**config.mk**
```make
export PLATFORM = sky130hd
export DESIGN_NAME = axi_r_arbiter
export DESIGN_NICKNAME = d
export VERILOG_FILES = /design/src/rtl/axi_r_arbiter_pkg.sv /design/src/rtl/axi_r_arbiter_rr.sv /design/src/rtl/axi_r_arbiter.sv
export SDC_FILE = /design/constraint.sdc
export NUM_CORES = 1
export LEC_CHECK = 0
export ABC_AREA = 1
export BUFFER_PORTS_ARGS = -buffer_cell sky130_fd_sc_hd__buf_4
export CAP_MARGIN = 30
export CELL_PAD_IN_SITES_DETAIL_PLACEMENT = 1
export CELL_PAD_IN_SITES_GLOBAL_PLACEMENT = 2
export CORE_MARGIN = 3
export CORE_UTILIZATION = 10
export DETAILED_ROUTE_END_ITERATION = 8
export GPL_ROUTABILITY_DRIVEN = 0
export GPL_TIMING_DRIVEN = 0
export PLACE_DENSITY = 0.95
export SLEW_MARGIN = 30
export SYNTH_ARGS = -nofsm -noshare
export SYNTH_HDL_FRONTEND = slang
export SYNTH_SLANG_ARGS = --single-unit
```
**constraint.sdc**
```tcl
create_clock -name clk_i -period 1.8 [get_ports clk_i]
set_input_delay 0.09 -clock clk_i [delete_from_list [all_inputs] [get_ports clk_i]]
set_output_delay 0.09 -clock clk_i [all_outputs]
set_load 0.005 [all_outputs]
```
**src/rtl/axi_r_arbiter_pkg.sv**
```systemverilog
`default_nettype none
// ============================================================================
// Module      : axi_r_arbiter_pkg
// Description : Shared types and constants for the core AXI read-channel
//               arbiter: channel request/response structs, arbiter state
//               encoding and read-master indices.
// Contents    : axi_r_m2s_t  - master-to-slave AR/R signals
//               axi_r_s2m_t  - slave-to-master AR/R signals
//               arb_state_e  - arbiter FSM state encoding
// Revision    : 1.0 - initial release
// ============================================================================
package axi_r_arbiter_pkg;

  localparam int unsigned NumRdMasters = 2;
  localparam int unsigned RdMstIcache  = 0;
  localparam int unsigned RdMstDcache  = 1;

  localparam int unsigned AXI_ADDR_W = 32;
  localparam int unsigned AXI_DATA_W = 64;

  typedef enum logic [1:0] {
    ARB_IDLE = 2'd0,
    ARB_ADDR = 2'd1,
    ARB_DATA = 2'd2
  } arb_state_e;

  typedef struct packed {
    logic                  arvalid;
    logic [AXI_ADDR_W-1:0] araddr;
    logic [7:0]            arlen;
    logic [2:0]            arsize;
    logic [1:0]            arburst;
    logic                  rready;
  } axi_r_m2s_t;

  typedef struct packed {
    logic                  arready;
    logic                  rvalid;
    logic [AXI_DATA_W-1:0] rdata;
    logic                  rlast;
  } axi_r_s2m_t;

endpackage
`default_nettype wire

```
**src/rtl/axi_r_arbiter_rr.sv**
```systemverilog
`default_nettype none
// ============================================================================
// Module      : axi_r_arbiter_rr
// Description : Combinational round-robin pick. Scans the request vector
//               starting at index i_ptr (wrapping) and grants the first
//               active requester. Generic so a write-channel arbiter can
//               reuse it.
// Ports       : i_req [N]      - request vector
//               i_ptr [PTR_W]  - index where the search starts
//               o_gnt [N]      - one-hot grant, all-zero when no request
// Revision    : 1.0 - initial release
// ============================================================================
module axi_r_arbiter_rr #(
  parameter  int unsigned N     = 2,
  localparam int unsigned PTR_W = (N > 1) ? $clog2(N) : 1
) (
  input  logic [N-1:0]     i_req,
  input  logic [PTR_W-1:0] i_ptr,
  output logic [N-1:0]     o_gnt
);

  logic             w_found;
  logic [PTR_W-1:0] w_idx;

  always_comb begin
    o_gnt   = '0;
    w_found = 1'b0;
    w_idx   = '0;
    for (int unsigned i = 0; i < N; i++) begin
      w_idx = PTR_W'((32'(i_ptr) + i) % N);
      if (!w_found && i_req[w_idx]) begin
        o_gnt[w_idx] = 1'b1;
        w_found      = 1'b1;
      end
    end
  end

endmodule
`default_nettype wire

```
**src/rtl/axi_r_arbiter.sv**
```systemverilog
`default_nettype none
// ============================================================================
// Module      : axi_r_arbiter
// Description : Shares the single core AXI read channel between
//               NUM_RD_MASTERS requesters (0 = icache, 1 = dcache). One
//               master owns the channel from AR acceptance through the
//               final R beat (rlast). Data path is purely combinational,
//               steered by the registered grant.
// Config      : OOO_RARB_DCACHE_PRIO_EN - when defined, fixed priority with
//               the highest index winning (no round-robin pointer);
//               otherwise round-robin, pointer advanced past the owner on
//               each completed transaction.
// Ports       : clk_i    - core clock
//               rst_ni   - asynchronous active-low reset
//               m_req_i  - per-master AR/R requests
//               m_rsp_o  - per-master AR/R responses
//               s_req_o  - to the shared AXI read port
//               s_rsp_i  - from the shared AXI read port
//               grant_o  - one-hot owner, zero when idle
//               busy_o   - high whenever a transaction is in progress
// Revision    : 1.0 - initial release
// ============================================================================
module axi_r_arbiter
  import axi_r_arbiter_pkg::*;
#(
  parameter int unsigned NUM_RD_MASTERS = NumRdMasters
) (
  input  logic                                 clk_i,
  input  logic                                 rst_ni,
  input  axi_r_m2s_t [NUM_RD_MASTERS-1:0]      m_req_i,
  output axi_r_s2m_t [NUM_RD_MASTERS-1:0]      m_rsp_o,
  output axi_r_m2s_t                           s_req_o,
  input  axi_r_s2m_t                           s_rsp_i,
  output logic       [NUM_RD_MASTERS-1:0]      grant_o,
  output logic                                 busy_o
);

  localparam int unsigned IDX_W = (NUM_RD_MASTERS > 1) ? $clog2(NUM_RD_MASTERS) : 1;

  arb_state_e                r_state;
  arb_state_e                w_state_nxt;
  logic [NUM_RD_MASTERS-1:0] r_grant;
  logic [NUM_RD_MASTERS-1:0] w_req;
  logic [NUM_RD_MASTERS-1:0] w_pick;
  logic [IDX_W-1:0]          w_gidx;
  logic                      w_ar_hs;
  logic                      w_data_done;

  always_comb begin
    for (int unsigned k = 0; k < NUM_RD_MASTERS; k++) begin
      w_req[k] = m_req_i[k].arvalid;
    end
  end

  // Binary index of the current owner, used to steer the muxes.
  always_comb begin
    w_gidx = '0;
    for (int unsigned k = 0; k < NUM_RD_MASTERS; k++) begin
      if (r_grant[k]) begin
        w_gidx = IDX_W'(k);
      end
    end
  end

  assign w_ar_hs     = (r_state == ARB_ADDR) && m_req_i[w_gidx].arvalid && s_rsp_i.arready;
  assign w_data_done = (r_state == ARB_DATA) && s_rsp_i.rvalid && m_req_i[w_gidx].rready
                       && s_rsp_i.rlast;

`ifdef OOO_RARB_DCACHE_PRIO_EN
  // Fixed priority: highest index wins, so the dcache can starve the icache.
  always_comb begin
    w_pick = '0;
    for (int i = NUM_RD_MASTERS - 1; i >= 0; i--) begin
      if (w_req[i] && (w_pick == '0)) begin
        w_pick[i] = 1'b1;
      end
    end
  end
`else
  logic [IDX_W-1:0] r_rr;
  logic [IDX_W-1:0] w_rr_nxt;

  axi_r_arbiter_rr #(
    .N (NUM_RD_MASTERS)
  ) u_rr (
    .i_req (w_req),
    .i_ptr (r_rr),
    .o_gnt (w_pick)
  );

  // Next search starts just past the master that has just finished.
  always_comb begin
    if (32'(w_gidx) == NUM_RD_MASTERS - 1) begin
      w_rr_nxt = '0;
    end else begin
      w_rr_nxt = w_gidx + IDX_W'(1);
    end
  end

  always_ff @(posedge clk_i or negedge rst_ni) begin
    if (!rst_ni) begin
      r_rr <= '0;
    end else if (w_data_done) begin
      r_rr <= w_rr_nxt;
    end
  end
`endif

  // State and grant registers.
  always_ff @(posedge clk_i or negedge rst_ni) begin
    if (!rst_ni) begin
      r_state <= ARB_IDLE;
      r_grant <= '0;
    end else begin
      r_state <= w_state_nxt;
      if ((r_state == ARB_IDLE) && (w_req != '0)) begin
        r_grant <= w_pick;
      end else if (w_data_done) begin
        r_grant <= '0;
      end
    end
  end

  // Next-state logic.
  always_comb begin
    w_state_nxt = r_state;
    case (r_state)
      ARB_IDLE: if (w_req != '0) w_state_nxt = ARB_ADDR;
      ARB_ADDR: if (w_ar_hs)     w_state_nxt = ARB_DATA;
      ARB_DATA: if (w_data_done) w_state_nxt = ARB_IDLE;
      default:                   w_state_nxt = ARB_IDLE;
    endcase
  end

  // Output muxes: only the owner is connected, everyone else sees zeros.
  always_comb begin
    s_req_o = '0;
    m_rsp_o = '0;
    case (r_state)
      ARB_ADDR: begin
        s_req_o.arvalid          = m_req_i[w_gidx].arvalid;
        s_req_o.araddr           = m_req_i[w_gidx].araddr;
        s_req_o.arlen            = m_req_i[w_gidx].arlen;
        s_req_o.arsize           = m_req_i[w_gidx].arsize;
        s_req_o.arburst          = m_req_i[w_gidx].arburst;
        m_rsp_o[w_gidx].arready  = s_rsp_i.arready;
      end
      ARB_DATA: begin
        s_req_o.rready           = m_req_i[w_gidx].rready;
        m_rsp_o[w_gidx].rvalid   = s_rsp_i.rvalid;
        m_rsp_o[w_gidx].rdata    = s_rsp_i.rdata;
        m_rsp_o[w_gidx].rlast    = s_rsp_i.rlast;
      end
      default: ;
    endcase
  end

  assign grant_o = r_grant;
  assign busy_o  = (r_state != ARB_IDLE);

endmodule
`default_nettype wire

```
==> results of run 1 <==
==> cell families after synthesis <==
logic type	count (synthesis)	share of synthesized area (%)
flops	5	6.04
buf+inv	118	24.5
fa+ha+maj	5	3.02
simple gates	296	63.9
compound gates	9	2.54
==> registers in the layout (all words and copies together) (netlist names) <==
register  flops
r_state       2
grant_o       2
r_rr          1
==> worst paths after layout <==
path	startpoint	endpoint	slack, ns
min in group clk_i	m_req_i[46]	grant_o[0]	0.21
hold reg to reg	r_rr	r_rr	0.51
setup reg to reg	r_state[0]	r_state[1]	0.27
setup / recovery	r_state[1]	m_rsp_o[28]	0.008
max in group asynchronous	rst_ni	r_state[0]	1.49
hold / removal	rst_ni	grant_o[1]	0.20
==> stage by stage <==
stage / setup TNS, ns / setup slack, ns / hold slack (ns)
global placement: -5.08 / -0.204 / -0.107
detailed placement: -6.04 / -0.201 / -0.105
global route: -0.700 / -0.0429 / 0.223
finish: 0 / 0.00809 / 0.201
floorplan: 0 / 0.413 / -0.206
CTS: -0.00314 / -0.00314 / 0.201
==> layer usage <==
metal,track usage [%],wire [um]
met1,15.4,6820
met2,25.9,9440
met3,2.45,1270
met4,0,89
met5,0,0
==> area by class of cell <==
cell class / count / area share, %
well taps: 270 / 5.96
clock buffers: 4 / 1.39
plain buffers: 43 / 7.35
inverters: 75 / 5.01
multi-input cells: 310 / 30.7
repair buffers: 355 / 47.4
flip-flops and latches: 5 / 2.21
==> cells in the mapped netlist, drive strengths merged (5+ instances only) <==
cell type / number / area share (%)
nor2: 67 / 12
ha: 5 / 3.0
inv: 75 / 14
nand2: 63 / 12
nor3: 68 / 16
o21ai: 6 / 1.5
dfrtp: 5 / 6.0
buf: 34 / 9.1
nand3: 98 / 24
clkbuf: 9 / 1.6
==> timing repair <==
action                                  CTS  global route
gates cloned                              0             1
endpoints found under the setup margin  173           157
buffers inserted                          6             1
pin swaps                                 0             4
hold buffers                              1             0
resized for setup                        58            82
endpoints found under the hold margin     5             0
==> where the power goes <==
part,internal (mW),switching (mW),leakage [nW]
combinational,2.37,2.91,3.14
sequential,0.166,0.0389,0.0629
clock,0.293,0.0693,0.0382
==> cell usage in the layout (no fill, tap or decap), types with 5 or more instances in the layout <==
cell,Yosys,routed
buf_4,3,362
nand3_1,98,97
inv_1,74,71
nand2_1,61,61
nor2_1,67,51
nor3_2,0,32
nor3_1,68,31
nor2_2,0,14
buf_6,2,14
buf_8,0,6
o21ai_0,6,6
nor3_4,0,5
dfrtp_1,5,5
==> critical path: cells and delay by family, from the launching register on <==
kind / cells / cell delay (ns)
buf+inv: 4 / 0.56
flops: 1 / 0.38
fa+ha+maj: 1 / 0.30
simple gates: 2 / 0.23
==> flow_summary.json, run 1 <==
{
  "cts_buffers": 3,
  "relSlewSlack_pct": 68.4,
  "irDropWorstVdd_uv": 830,
  "start_util_pct": 10.2,
  "critPathMostFrequentCell": "buf_4",
  "status": "finished clean",
  "synth_ff_type": "dfrtp_1",
  "layout-drive-gt1-share_pct": 58.2,
  "grt_setup_unrepaired": "true",
  "final_max_slew_viol_count": 0,
  "skew_ns": 0.000967,
  "grt_pass1_wl_mm": 23.3,
  "startpoint_type": "flop",
  "final_util_pct": 27.9,
  "clock_path_buffers": 2,
  "worstPathCellList": "inv_2 > ha_4 > nand2_4 > buf_12 > buf_4 > nor3_1 > buf_4",
  "core_area_mm2": 0.0203,
  "yosysSeqAreaShare_pct": 6.04,
  "r2r_cells": 9,
  "nets": 961,
  "dp_cells": 1049,
  "finalSetupViolations": 0,
  "required_ns": 1.71,
  "avgSynthCellArea_um2": 4.78,
  "track_usage_pct": 13.1,
  "hold_viol": 0,
  "wl_mm": 17.6,
  "viasPerCell": 4.01,
  "route.detailed.drc": 0,
  "p_leak_nw": 3.24,
  "power_mw": 5.84,
  "arrival_ns": 1.70,
  "grt_max_degree": 11,
  "regArea_um2": 125,
  "crit_type": "reg -> out",
  "placed_cell_area_mm2": 0.00501,
  "root_buffer": "clkbuf_16",
  "placementRows": 52,
  "endpoint_kind": "output pin",
  "syn-num-nets": 601,
  "grt_pass1_vias": 4085,
  "design_area_mm2": 0.00567,
  "ys_types": 18,
  "fmax_mhz": 558,
  "cap_violations": 0,
  "dp_hpwl_mm": 14.3,
  "powerDensity_mw_per_mm2": 1030,
  "final_cells": 1062,
  "postSynth.asyncResetShare_pct": 100,
  "path_clk_slew_ns": 0.03,
  "via_count": 4254,
  "cts-htree-levels": 1,
  "detail-route-antenna-nets": 0,
  "yosysWarnings": 0,
  "ys_ff_latch": 5,
  "syn_area_mm2": 0.00207,
  "wl_per_cell_um": 16.6,
  "multi_input_area_mm2": 0.00174,
  "cpPeakStageDelay_ns": 0.38,
  "fill_cells": 2623,
  "syn_to_final_growth_pct": 174,
  "die_h_um": 150,
  "fp.dieW_um": 150,
  "finalCritPeriodShare_pct": 99.6,
  "crit_slowest_cell": "dfrtp_1",
  "dr.pass1.iters": 4,
  "clock_latency_ns": 0.22,
  "syn_inst": 433,
  "worst-path-max-fanout": 10,
  "io_buffers": 346,
  "synth_edf_count": 0,
  "worst_pin_slew_ns": 0.474,
  "hp-class": "in -> async",
  "post-route-min-period_ns": 1.79,
  "num_io_pins": 347,
  "antenna_found_initial": 0,
  "cts_tree": "built",
  "antenna_cells": 0,
  "drt_iter0_drc": 105,
  "dieArea_mm2": 0.0225,
  "gr-total-overflow": 0,
  "cts_num_sinks": 5
}
(Power assumes the default switching activity.)
==> inputs of run 2 (changes only) <==
--- a/config.mk
+++ b/config.mk
@@ -15,8 +15,7 @@
 export DETAILED_ROUTE_END_ITERATION = 8
 export GPL_ROUTABILITY_DRIVEN = 0
 export GPL_TIMING_DRIVEN = 0
-export PLACE_DENSITY = 0.95
-export SLEW_MARGIN = 30
+export PLACE_DENSITY = 0.86
 export SYNTH_ARGS = -nofsm -noshare
 export SYNTH_HDL_FRONTEND = slang
 export SYNTH_SLANG_ARGS = --single-unit
==> flow_summary.json, run 2 (synthesis results as in run 1) <==
{
  "final_cells": 1065,
  "antenna_cells": 0,
  "arrival_ns": 1.71,
  "status": "finished clean",
  "cts_buffers": 3,
  "skew_ns": 0.000126,
  "track_usage_pct": 13.7,
  "dieArea_mm2": 0.0225,
  "grt_pass1_vias": 4039,
  "final_max_slew_viol_count": 0,
  "internal_power_mw": 2.89,
  "whs_ns": 0.196,
  "antenna_found_initial": 0,
  "crit_buf_inv": 4,
  "cts-htree-levels": 1,
  "grt_pass1_wl_mm": 24.3,
  "clock_latency_ns": 0.23,
  "gr-total-overflow": 0,
  "final_common_cell": "buf_4",
  "syn_to_final_growth_pct": 177,
  "fmax_mhz": 556,
  "io_buffers": 346,
  "root_buffer": "clkbuf_16",
  "post-route-min-period_ns": 1.80,
  "relSlewSlack_pct": 67.9,
  "grt_setup_unrepaired": "true",
  "die_h_um": 150,
  "hold_viol": 0,
  "endpoint_kind": "output pin",
  "crit_slowest_cell": "dfrtp_1",
  "power_mw": 5.98,
  "p_sw_share_pct": 51.7,
  "clock_path_buffers": 2,
  "placementRows": 52,
  "critPathMostFrequentCell": "buf_12",
  "reg2reg_to": "r_state[1]",
  "worstPathCellList": "inv_2 > ha_4 > nand2_4 > buf_12 > buf_12 > nor3_4 > buf_4",
  "powerDensity_mw_per_mm2": 1040,
  "worstReg2RegStart": "r_state[0]",
  "startpoint_type": "flop",
  "dr.pass1.iters": 4,
  "power_switching_mw": 3.09,
  "worst-path-max-fanout": 8,
  "final_util_pct": 28.2,
  "dp_hpwl_mm": 14.9,
  "fp.dieW_um": 150,
  "p_clk_share_pct": 6.1,
  "wl_mm": 18.0,
  "hp-class": "in -> async",
  "layout-drive-gt1-share_pct": 59.4,
  "irDropWorstVdd_uv": 541,
  "wl_per_cell_um": 16.9,
  "cts_num_sinks": 5,
  "cts_tree": "built",
  "num_io_pins": 347,
  "via_count": 4266,
  "grt_max_degree": 11,
  "cap_violations": 0,
  "detail-route-antenna-nets": 0,
  "fill_cells": 2598,
  "route.detailed.drc": 0,
  "worst_pin_slew_ns": 0.482,
  "start_util_pct": 10.2,
  "p_leak_nw": 3.25,
  "finalSetupViolations": 0,
  "core_area_mm2": 0.0203,
  "finalCritPeriodShare_pct": 99.9,
  "r2r_cells": 10,
  "rrSetupSlack_ns": 0.20,
  "cpPeakStageDelay_ns": 0.37,
  "crit_type": "reg -> out",
  "viasPerCell": 4.01,
  "nets": 964,
  "layout_common_cells": "buf_4 (364), nand3_1 (97), inv_1 (71)",
  "required_ns": 1.71,
  "p_seq_share_pct": 3.5,
  "dp_cells": 1049,
  "drt_iter0_drc": 121,
  "path_clk_slew_ns": 0.03,
  "crit_family": "buffers and inverters",
  "combPwrFrac_pct": 90.4
}
[run 2: area by class of cell]
| class | count | area [um2] | area share (%) |
|---|---|---|---|
| Multi-Input combinational cell | 310 | 1780 | 31.0 |
| Sequential cell | 5 | 125 | 2.18 |
| Buffer | 43 | 419 | 7.32 |
| Timing Repair Buffer | 358 | 2710 | 47.2 |
| Inverter | 75 | 284 | 4.96 |
| Tap cell | 270 | 338 | 5.90 |
| Clock buffer | 4 | 78.8 | 1.38 |
[run 2: worst max path at each step]
stage | startpoint | end | cells after the start
finish | r_state[0] | m_rsp_o[3] | 7
global route | r_state[1] | m_rsp_o[3] | 7
CTS | r_state[1] | m_rsp_o[3] | 7
detailed placement | r_state[0] | m_rsp_o[3] | 7
global placement | r_state[0] | m_rsp_o[3] | 7
floorplan | r_state[0] | m_rsp_o[11] | 6
[run 2: metal layers]
layer / GRT usage [%] / wire, um / up-vias
li1: - / - / 2093
met1: 16.7 / 7030 / 1990
met2: 25.7 / 9440 / 173
met3: 2.79 / 1350 / 10
met4: 1.37 / 187 / 0
met5: 0 / 0 / -
[run 2: power by group through the flow]
stage	registers [mW]	logic, mW	clock network (mW)
6_report	0.207	5.41	0.368
4_1_cts	0.207	4.84	0.375
3_5_place_dp	0.209	4.38	0
5_1_grt	0.215	5.90	0.383
3_3_place_gp	0.208	4.38	0
2_1_floorplan	0.198	2.05	0
[run 2: through the flow]
step	cell area, um2	setup slack, ns	TNS [ns]
finish	5730	0.00222	0
global route	5730	-0.0737	-1.34
CTS	5300	-0.0291	-0.0416
detailed placement	5010	-0.247	-2.84
global placement	5010	-0.234	-2.39
floorplan	2070	0.413	0
[run 2: repair_timing]
action,in CTS,in global routing
pin swaps,4,3
cloned,0,2
setup endpoints to repair,171,170
setup buffers,5,4
endpoints found under the hold margin,5,0
resized for setup,52,99
hold buffers,1,0
[run 2: worst register-to-register path: stages (launching register included)]
cell and delay [ns]:
dfrtp_1 0.39, inv_2 0.12, ha_4 0.17, buf_4 0.13, nand2_1 0.09, nor2_1 0.12
nand2_2 0.14, nand2_1 0.10, nand3_1 0.10, nand2_1 0.07, nand2_1 0.05
